<file path="config.mk">
export PLATFORM = sky130hd
export DESIGN_NAME = fetch_unit_flat
export DESIGN_NICKNAME = d
export VERILOG_FILES = /design/src/rtl/fetch_if.sv /design/src/rtl/fetch_unit.sv /design/src/flat_wrapper.sv
export SDC_FILE = /design/constraint.sdc
export NUM_CORES = 1
export LEC_CHECK = 0
export ABC_AREA = 1
export BUFFER_PORTS_ARGS = -buffer_cell sky130_fd_sc_hd__buf_2
export CAP_MARGIN = 10
export CELL_PAD_IN_SITES_DETAIL_PLACEMENT = 0
export CELL_PAD_IN_SITES_GLOBAL_PLACEMENT = 2
export CORE_ASPECT_RATIO = 0.6
export CORE_MARGIN = 1.5
export CORE_UTILIZATION = 30
export CTS_CLUSTER_SIZE = 24
export DETAILED_ROUTE_END_ITERATION = 10
export GPL_ROUTABILITY_DRIVEN = 0
export PLACE_DENSITY_LB_ADDON = 0.1
export SLEW_MARGIN = 20
export SYNTH_ARGS = -nofsm -noshare
export SYNTH_HDL_FRONTEND = slang
export SYNTH_SLANG_ARGS = --single-unit
export TNS_END_PERCENT = 10
</file>
<file path="constraint.sdc">
create_clock -name clk -period 3.49 [get_ports clk]
set_clock_uncertainty 0.15 [all_clocks]
set_input_delay 0 -clock clk [delete_from_list [all_inputs] [get_ports clk]]
set_output_delay 0 -clock clk [all_outputs]
set_load 0.01 [all_outputs]
</file>
<file path="src/rtl/fetch_if.sv">
// fetch_if: control/fetch bus between the instruction-sequencing side and
// fetch_unit.
//   master : drives start, inst, pc_sel, change (and step_mode/step when the
//            FETCH_SINGLE_STEP_EN option is compiled in); observes pc,
//            exec_en, running, halted, retired.
//   slave  : fetch_unit side, the mirror of master.
// PC_WIDTH must match the PC_WIDTH of the fetch_unit the interface is bound to.
interface fetch_if #(parameter int PC_WIDTH = 8);
  logic                start;
  logic [15:0]         inst;
  logic                pc_sel;
  logic                change;
  logic [PC_WIDTH-1:0] pc;
  logic                exec_en;
  logic                running;
  logic                halted;
  logic [15:0]         retired;
`ifdef FETCH_SINGLE_STEP_EN
  logic                step_mode;
  logic                step;

  modport master (output start, inst, pc_sel, change, step_mode, step,
                  input  pc, exec_en, running, halted, retired);
  modport slave  (input  start, inst, pc_sel, change, step_mode, step,
                  output pc, exec_en, running, halted, retired);
`else
  modport master (output start, inst, pc_sel, change,
                  input  pc, exec_en, running, halted, retired);
  modport slave  (input  start, inst, pc_sel, change,
                  output pc, exec_en, running, halted, retired);
`endif
endinterface

</file>
<file path="src/rtl/fetch_unit.sv">
// fetch_unit: PC owner and fetch sequencer for the 16-bit single-cycle core.
// Holds the PC (instruction-memory address), computes the next PC from the
// control unit's pc_sel/change and the 9-bit branch offset in inst, runs an
// IDLE/RUN/HALTED sequencer, and counts retired instructions (saturating).
//
// Ports:
//   clk  - core clock, rising edge
//   rst  - synchronous active-high reset
//   bus  - fetch_if.slave: start, inst, pc_sel, change in;
//          pc, exec_en, running, halted, retired out
//
// Option macro FETCH_SINGLE_STEP_EN: adds bus.step_mode/bus.step. With
// step_mode=1 a RUN cycle commits only when step=1.
module fetch_unit #(
  parameter int PC_WIDTH = 8,
  parameter int RESET_PC = 0
) (
  input  logic    clk,
  input  logic    rst,
  fetch_if.slave  bus
);

  typedef enum logic [1:0] {IDLE, RUN, HALTED} state_t;

  // Adder width: wide enough for both the PC and the 9-bit offset, so the
  // sign extension is correct even for very narrow PCs.
  localparam int AW = (PC_WIDTH > 9) ? PC_WIDTH : 9;

  state_t              state;
  logic [PC_WIDTH-1:0] pc_q;
  logic                running_q;
  logic                halted_q;
  logic [15:0]         retired_q;
  logic                commit;

  logic signed [8:0]   offs;
  logic [AW-1:0]       pc_ext;
  logic [AW-1:0]       seq_sum;
  logic [AW-1:0]       tgt_sum;
  logic [PC_WIDTH-1:0] pc_next;

  // Commit qualifier is combinational from registered state so downstream
  // write enables see it in the same cycle as the instruction.
`ifdef FETCH_SINGLE_STEP_EN
  assign commit = running_q & (~bus.step_mode | bus.step);
`else
  assign commit = running_q;
`endif

  // Modulo 2^PC_WIDTH arithmetic falls out of truncating the sums.
  assign offs    = bus.inst[8:0];
  assign pc_ext  = AW'(pc_q);
  assign seq_sum = pc_ext + AW'(1);
  assign tgt_sum = seq_sum + AW'(offs);
  assign pc_next = bus.pc_sel ? tgt_sum[PC_WIDTH-1:0] : seq_sum[PC_WIDTH-1:0];

  // Opcode bits and adder carry-outs are intentionally not used here.
  logic unused_bits;
  assign unused_bits = ^{bus.inst[15:9], seq_sum, tgt_sum};

  always_ff @(posedge clk) begin
    if (rst) begin
      state     <= IDLE;
      pc_q      <= PC_WIDTH'(RESET_PC);
      running_q <= 1'b0;
      halted_q  <= 1'b0;
      retired_q <= 16'h0000;
    end else begin
      case (state)
        IDLE: begin
          pc_q <= PC_WIDTH'(RESET_PC);
          if (bus.start) begin
            state     <= RUN;
            running_q <= 1'b1;
          end
        end
        RUN: begin
          // start is ignored here; only a committed HALT leaves RUN.
          if (commit) begin
            if (bus.change) begin
              pc_q <= pc_next;
              if (retired_q != 16'hFFFF) retired_q <= retired_q + 16'd1;
            end else begin
              // HALT: PC stays on the HALT address, not counted.
              state     <= HALTED;
              running_q <= 1'b0;
              halted_q  <= 1'b1;
            end
          end
        end
        HALTED: begin
          if (bus.start) begin
            state     <= RUN;
            running_q <= 1'b1;
            halted_q  <= 1'b0;
            pc_q      <= PC_WIDTH'(RESET_PC);
            retired_q <= 16'h0000;
          end
        end
        default: begin
          state     <= IDLE;
          pc_q      <= PC_WIDTH'(RESET_PC);
          running_q <= 1'b0;
          halted_q  <= 1'b0;
        end
      endcase
    end
  end

  assign bus.pc      = pc_q;
  assign bus.exec_en = commit;
  assign bus.running = running_q;
  assign bus.halted  = halted_q;
  assign bus.retired = retired_q;

endmodule

</file>
<file path="src/flat_wrapper.sv">
// flat-port wrapper written by rule: the top's interface ports become plain ports
module fetch_unit_flat 
#(
  parameter int PC_WIDTH = 8,
  parameter int RESET_PC = 0
)
  (clk, rst, bus_start, bus_inst, bus_pc_sel, bus_change, bus_pc, bus_exec_en, bus_running, bus_halted, bus_retired);
  fetch_if #(.PC_WIDTH(PC_WIDTH)) bus_i ();
  input  logic clk;
  input  logic rst;
  input wire logic [$bits(bus_i.start)-1:0] bus_start;
  input wire logic [$bits(bus_i.inst)-1:0] bus_inst;
  input wire logic [$bits(bus_i.pc_sel)-1:0] bus_pc_sel;
  input wire logic [$bits(bus_i.change)-1:0] bus_change;
  output wire logic [$bits(bus_i.pc)-1:0] bus_pc;
  output wire logic [$bits(bus_i.exec_en)-1:0] bus_exec_en;
  output wire logic [$bits(bus_i.running)-1:0] bus_running;
  output wire logic [$bits(bus_i.halted)-1:0] bus_halted;
  output wire logic [$bits(bus_i.retired)-1:0] bus_retired;
  assign bus_i.start = bus_start;
  assign bus_i.inst = bus_inst;
  assign bus_i.pc_sel = bus_pc_sel;
  assign bus_i.change = bus_change;
  assign bus_pc = bus_i.pc;
  assign bus_exec_en = bus_i.exec_en;
  assign bus_running = bus_i.running;
  assign bus_halted = bus_i.halted;
  assign bus_retired = bus_i.retired;
  fetch_unit #(.PC_WIDTH(PC_WIDTH), .RESET_PC(RESET_PC)) u_core (.clk(clk), .rst(rst), .bus(bus_i));
endmodule
</file>
Word level (Yosys, flattened, before mapping)
Index checks and enable logic that the tools add are counted.
- register bits: 28
- output and inout port bits: 27
- logic and storage cells: 47
- input bits: 21
- bitwise gates (word level): 1
- equal/unequal tests: 9
- $add $sub $neg: 3
- reductions and logical operators: 7
- muxes and demuxes: 22
- operator list (kind ; count):
    two-way mux 16 bit ; 4
    two-way mux 8 bit ; 4
    one-hot mux 16 bit (2 select lines) ; 1
    adder 16 x 1 -> 16 bit, second input constant ; 1
    != test 16 bit, second input constant ; 1
    one-hot mux 8 bit (2 select lines) ; 1
    adder 8 x 1 -> 8 bit, second input constant ; 1
    adder 8 bit ; 1
    two-way mux 1 bit ; 6
    two-way mux 2 bit ; 3
    != test 2 x 1 -> 1 bit, second input constant ; 3
    != test 2 bit, second input constant ; 3
    AND reduction 3 bit ; 2
    AND reduction 5 bit ; 1
    one-hot mux 2 bit (2 select lines) ; 1
    AND reduction 4 bit ; 1
    one-hot mux 1 bit (3 select lines) ; 1
    == test 2 x 1 -> 1 bit, second input constant ; 1
    == test 2 bit, second input constant ; 1
    zero test 2 bit ; 1
    one-hot mux 1 bit (2 select lines) ; 1
    nonzero test 2 bit ; 1
    OR reduction 2 bit ; 1
    inverter 1 bit ; 1

Depth between registers and ports, before layout
- depth after elaboration: 6
- depth in mapped cells: 18
- mapped depth without buffers: 18

Worst setup path before layout
Ideal clock, no wire load.
- path type: register to register
- start point: register u_core.pc_q[0] (netlist: u_core.bus.pc[0])
- end point: register u_core.pc_q[7] (netlist: u_core.bus.pc[7])
- cell stages (with the launch flop): 18
- arrival: 1.969 ns
- data required time: 3.208 ns
- buffers on the path: 0
- period minus slack after synthesis: 2.251 ns
- slack: 1.239 ns
- library setup time: 0.132 ns
- cell sequence: dfxtp_1 > inv_1 > nor2_1 > inv_1 > nor2_1 > xor2_1 > inv_1 > ha_1 > nand2_1 > inv_1 > nand2_1 > nand2_1 > inv_1 > nand2_1 > nand3_1 > nand3_1 > nand2_1 > a21oi_1
- longest elaborated chain between the ends: 6
- ends and longest elaborated chain (element ; RTL line ; RTL):
    from (decl) ; fetch_unit.sv:30 ; logic [PC_WIDTH-1:0] pc_q;
    from (signal assigned) ; fetch_unit.sv:64 ; pc_q <= PC_WIDTH'(RESET_PC);
    from (signal assigned) ; fetch_unit.sv:71 ; pc_q <= PC_WIDTH'(RESET_PC);
    from (signal assigned) ; fetch_unit.sv:81 ; pc_q <= pc_next;
    adder 8 x 1 -> 8 bit * ; fetch_unit.sv:53 ; assign seq_sum = pc_ext + AW'(1);
    adder 8 bit ; fetch_unit.sv:54 ; assign tgt_sum = seq_sum + AW'(offs);
    two-way mux 8 bit * ; fetch_unit.sv:55 ; assign pc_next = bus.pc_sel ? tgt_sum[PC_WIDTH-1:0] : seq_sum[PC_WIDTH-1:0];
    two-way mux 8 bit * ; fetch_unit.sv:80 ; if (bus.change) begin
    two-way mux 8 bit * ; fetch_unit.sv:79 ; if (commit) begin
    one-hot mux 8 bit (2 select lines) * ; fetch_unit.sv:69 ; case (state)
Mark *: on every way between the ends. The rest lies on a longest branch, timed or not. The select of a mux whose other input is x is not followed.
A chain may end at the register's enable or synchronous reset.

Worst setup path in the final report
Ends and elaborated chain as after synthesis.

==> summary.txt <==
Floorplan
  – Die Y-Extent: 65.4 microns
  – Die Width: 107 microns
  – Total die area: 0.00699 sq mm
  – Starting Density: 31.4%
  – I/O Pins: 48
  – Core area: 0.00619 sq mm
  – Site Rows: 22

Clock tree
  – Inserted Clock Buffers: 3
  – H-Tree Depth: 1
  – TritonCTS clock tree: done
  – Worst-path clk slew: 0.09 ns
  – Number of clock sinks: 28
  – Clock root buffer: clkbuf_8
  – Clock buffer depth: 2
  – Clock Latency Late Sink: 0.27 ns
  – # Post-CTS Setup Buffers: 0

Cells and area
  – Share of cells above drive strength 1: 15.9%
  – Layout fillers: 721
  – Multi-input logic area: 0.00115 sq mm
  – Combined flip-flop and latch cell area: 561 sq um
  – # diodes: 0
  – Area delta synth->final: 17.2%
  – Final Net Count: 378

Setup path
  – Critical path class: flip-flop to flip-flop
  – Worst-path maximum fanout: 5
  – CP Buf/Inv Count: 6
  – CP max stage cell: nor2_1
  – CP delay by family, top: simple AND/OR/NAND/NOR gates
  – Arrival @ worst endpoint: 2.59 ns
  – Crit path cell chain: inv_1, nor2_1, inv_1, nor2_1, xor2_1, inv_1, ha_1, nand2_1, inv_1, nand2_1, nand2_1, inv_1, nand2_1, inv_1, nand2_1, nand3_1, nand2_1, a21oi_1
  – Startpoint type of the worst setup path: flip-flop
  – CP endpoint kind: flip-flop
  – Worst path required time: 3.49 ns
  – Peak per-stage delay on the critical path: 0.42 ns

Synthesis
  – Warnings, synthesis: 0
  – Main combinational cell family by area after synthesis: simple AND/OR/NAND/NOR gates
  – Seq/Total Area, Yosys: 28.8%
  – Syn nets: 337
  – Post-synthesis mux area share: 0%
  – Synth unique cells: 29
  – EDFF count, synth: 0
  – Average size of a mapped cell: 6.36 sq um
  – Post-synth ARST share: 0%
  – Register bit count reported by yosys: 28
  – XOR/XNOR share of the synthesized area: 3.60%
  – Synth Area in Compound Gates: 14.5%
  – Synthesized netlist cell count: 306
  – Simple-Gate Fraction of Synth Area: 34.3%
  – Synth Flop Type: dfxtp_1
  – Synth Area in Adders: 6.82%
  – Cell Area, Synth: 0.00195 sq mm

Routing
  – Via/cell ratio: 4.59
  – First drt pass iteration count: 4
  – Antenna-violating nets left: 0
  – Total Routed Length: 5.52 mm
  – Wire length per cell after detailed routing: 12.9 microns
  – Via count: 1971
  – DRT iter0 DRCs: 153
  – Number of remaining DRC errors: 0

STA
  – Slew @ Worst Pin: 0.500 ns
  – Setup Viol. Count Final: 0
  – Slew Viols, Final: 0
  – Final period util: 74.1%
  – Min Tclk post-route: 2.59 ns
  – Fmax: 0.386 GHz
  – Fin Setup TNS: 0 ns
  – Hold slack: 0.0481 ns
  – Hold Vio Cnt, Final: 0
  – Max_slew headroom: 66.6%
  – Unrepaired setup endpoints after global routing: false

Job
  – Maxcap violations: 0

GRT
  – Global route total overflow: 0
  – GR Util All Layers: 17.1%
  – Global-route wire length before repair: 9.28 mm
  – Number of global-route vias before repair: 1806
  – Initial antenna violation count: 0
  – Largest net degree at the start of global routing: 21

Power
  – Peak supply drop: 0.128 mV
  – Power Dens Cells: 274 mW/mm^2
  – P_leak: 1.08 nW

Placed design
  – I/O Buffers: 39
  – DPL Wire Length: 4.47 mm

Hold path
  – Worst Hold Class: input pin to flip-flop

Outcome
  – Status: complete, no violations
synthesized netlist by cell type (2+ instances only):
| master | n | area (sq um) |
|---|---|---|
| nand4_1 | 8 | 50.1 |
| a211oi_1 | 2 | 15.0 |
| buf_4 | 2 | 15.0 |
| clkbuf_1 | 3 | 11.3 |
| o21ai_1 | 2 | 10.0 |
| o211ai_1 | 2 | 15.0 |
| inv_1 | 48 | 180 |
| nor2_2 | 3 | 18.8 |
| inv_2 | 4 | 15.0 |
| nor3_1 | 4 | 20.0 |
| nor2_1 | 30 | 113 |
| o21bai_1 | 2 | 15.0 |
| a21oi_1 | 30 | 150 |
| nand2_2 | 2 | 12.5 |
| nand2_1 | 74 | 278 |
| dfxtp_1 | 28 | 561 |
| o21ai_0 | 11 | 55.1 |
| xor2_1 | 7 | 61.3 |
| ha_1 | 9 | 113 |
| nand3_1 | 26 | 130 |
routing by layer:
layer | share of wire (%) | track usage [%]
met5 | 0 | 0
met4 | 0.18 | 1.50
met3 | 5.6 | 3.57
met2 | 33 | 21.5
met1 | 61 | 29.0
sequential cells by signal (all words and copies together), names as in the netlist:
register / cells
u_core.state: 2
u_core.bus.pc: 8
u_core.bus.exec_en: 1
u_core.bus.halted: 1
u_core.bus.retired: 16
repair_timing:
item	in CTS	in global routing
hold buffers	3	0
gates resized for setup	0	0
endpoints found under the hold margin	5	0
through the flow:
stage,total power (W),worst slack [ns],instances,utilization (%),area [sq um]
after floorplan,0.000419,1.24,306,-,1950
after global placement,0.000454,0.918,423,35.7,2210
after detailed placement,0.000454,0.904,423,35.7,2210
after CTS,0.000636,0.896,429,36.8,2280
after global routing,0.000671,0.606,429,36.8,2280
final,0.000626,0.903,429,36.8,2280
area by class of cell:
type / count / area share (%)
sequential: 28 / 24.6
multi-input combinational: 220 / 50.5
inverter: 52 / 8.56
tap: 84 / 4.61
clock buffer: 3 / 1.81
timing repair buffer: 42 / 9.88
cells in the final DEF (no fill, tap or decap):
master / count
a211oi_1: 2
a21oi_1: 30
a221oi_1: 1
buf_2: 39
clkbuf_8: 3
dfxtp_1: 28
dlygate4sd3_1: 3
fa_1: 1
ha_1: 9
inv_1: 48
inv_2: 4
nand2_1: 74
nand2_2: 2
nand2_4: 1
nand3_1: 26
nand3b_1: 1
nand4_1: 8
nor2_1: 30
nor2_2: 3
nor2_4: 1
nor3_1: 4
nor3_4: 1
o211ai_1: 2
o211ai_2: 1
o21ai_0: 11
o21ai_1: 2
o21bai_1: 2
xnor2_1: 1
xor2_1: 7
power by group:
| part | total, W | internal (W) | switching, W |
|---|---|---|---|
| Clock | 0.000177 | 0.0000776 | 0.0000997 |
| Combinational | 0.000114 | 0.0000411 | 0.0000728 |
| Sequential | 0.000334 | 0.000326 | 0.00000817 |
cells by family (layout without fill, tap and decap cells):
logic type	after synthesis	count (layout)
flip-flops	28	28
buffers and inverters	58	97
AO/OA/AOI/OAI	51	51
AND/OR/NAND/NOR	151	151
XOR/XNOR	8	8
adder cells (fa/ha/maj)	10	10
final timing paths:
check	from	endpoint	cells after the start	slack (ns)
max reg2reg	u_core.bus.pc[0]$_SDFFE_PP0P_	u_core.bus.pc[7]$_SDFFE_PP0P_	18	0.90
min	bus_pc_sel	u_core.bus.pc[2]$_SDFFE_PP0P_	3	0.05
max	u_core.bus.pc[0]$_SDFFE_PP0P_	u_core.bus.pc[7]$_SDFFE_PP0P_	18	0.90
min reg2reg	u_core.bus.halted$_SDFFE_PP0P_	u_core.bus.halted$_SDFFE_PP0P_	2	0.34
tightest hold or removal path, stage by stage:
cell	delay (ns)
buf_2	0.18
o211ai_1	0.19
a21oi_1	0.06
Note: power is estimated with default switching activity, not from simulation.
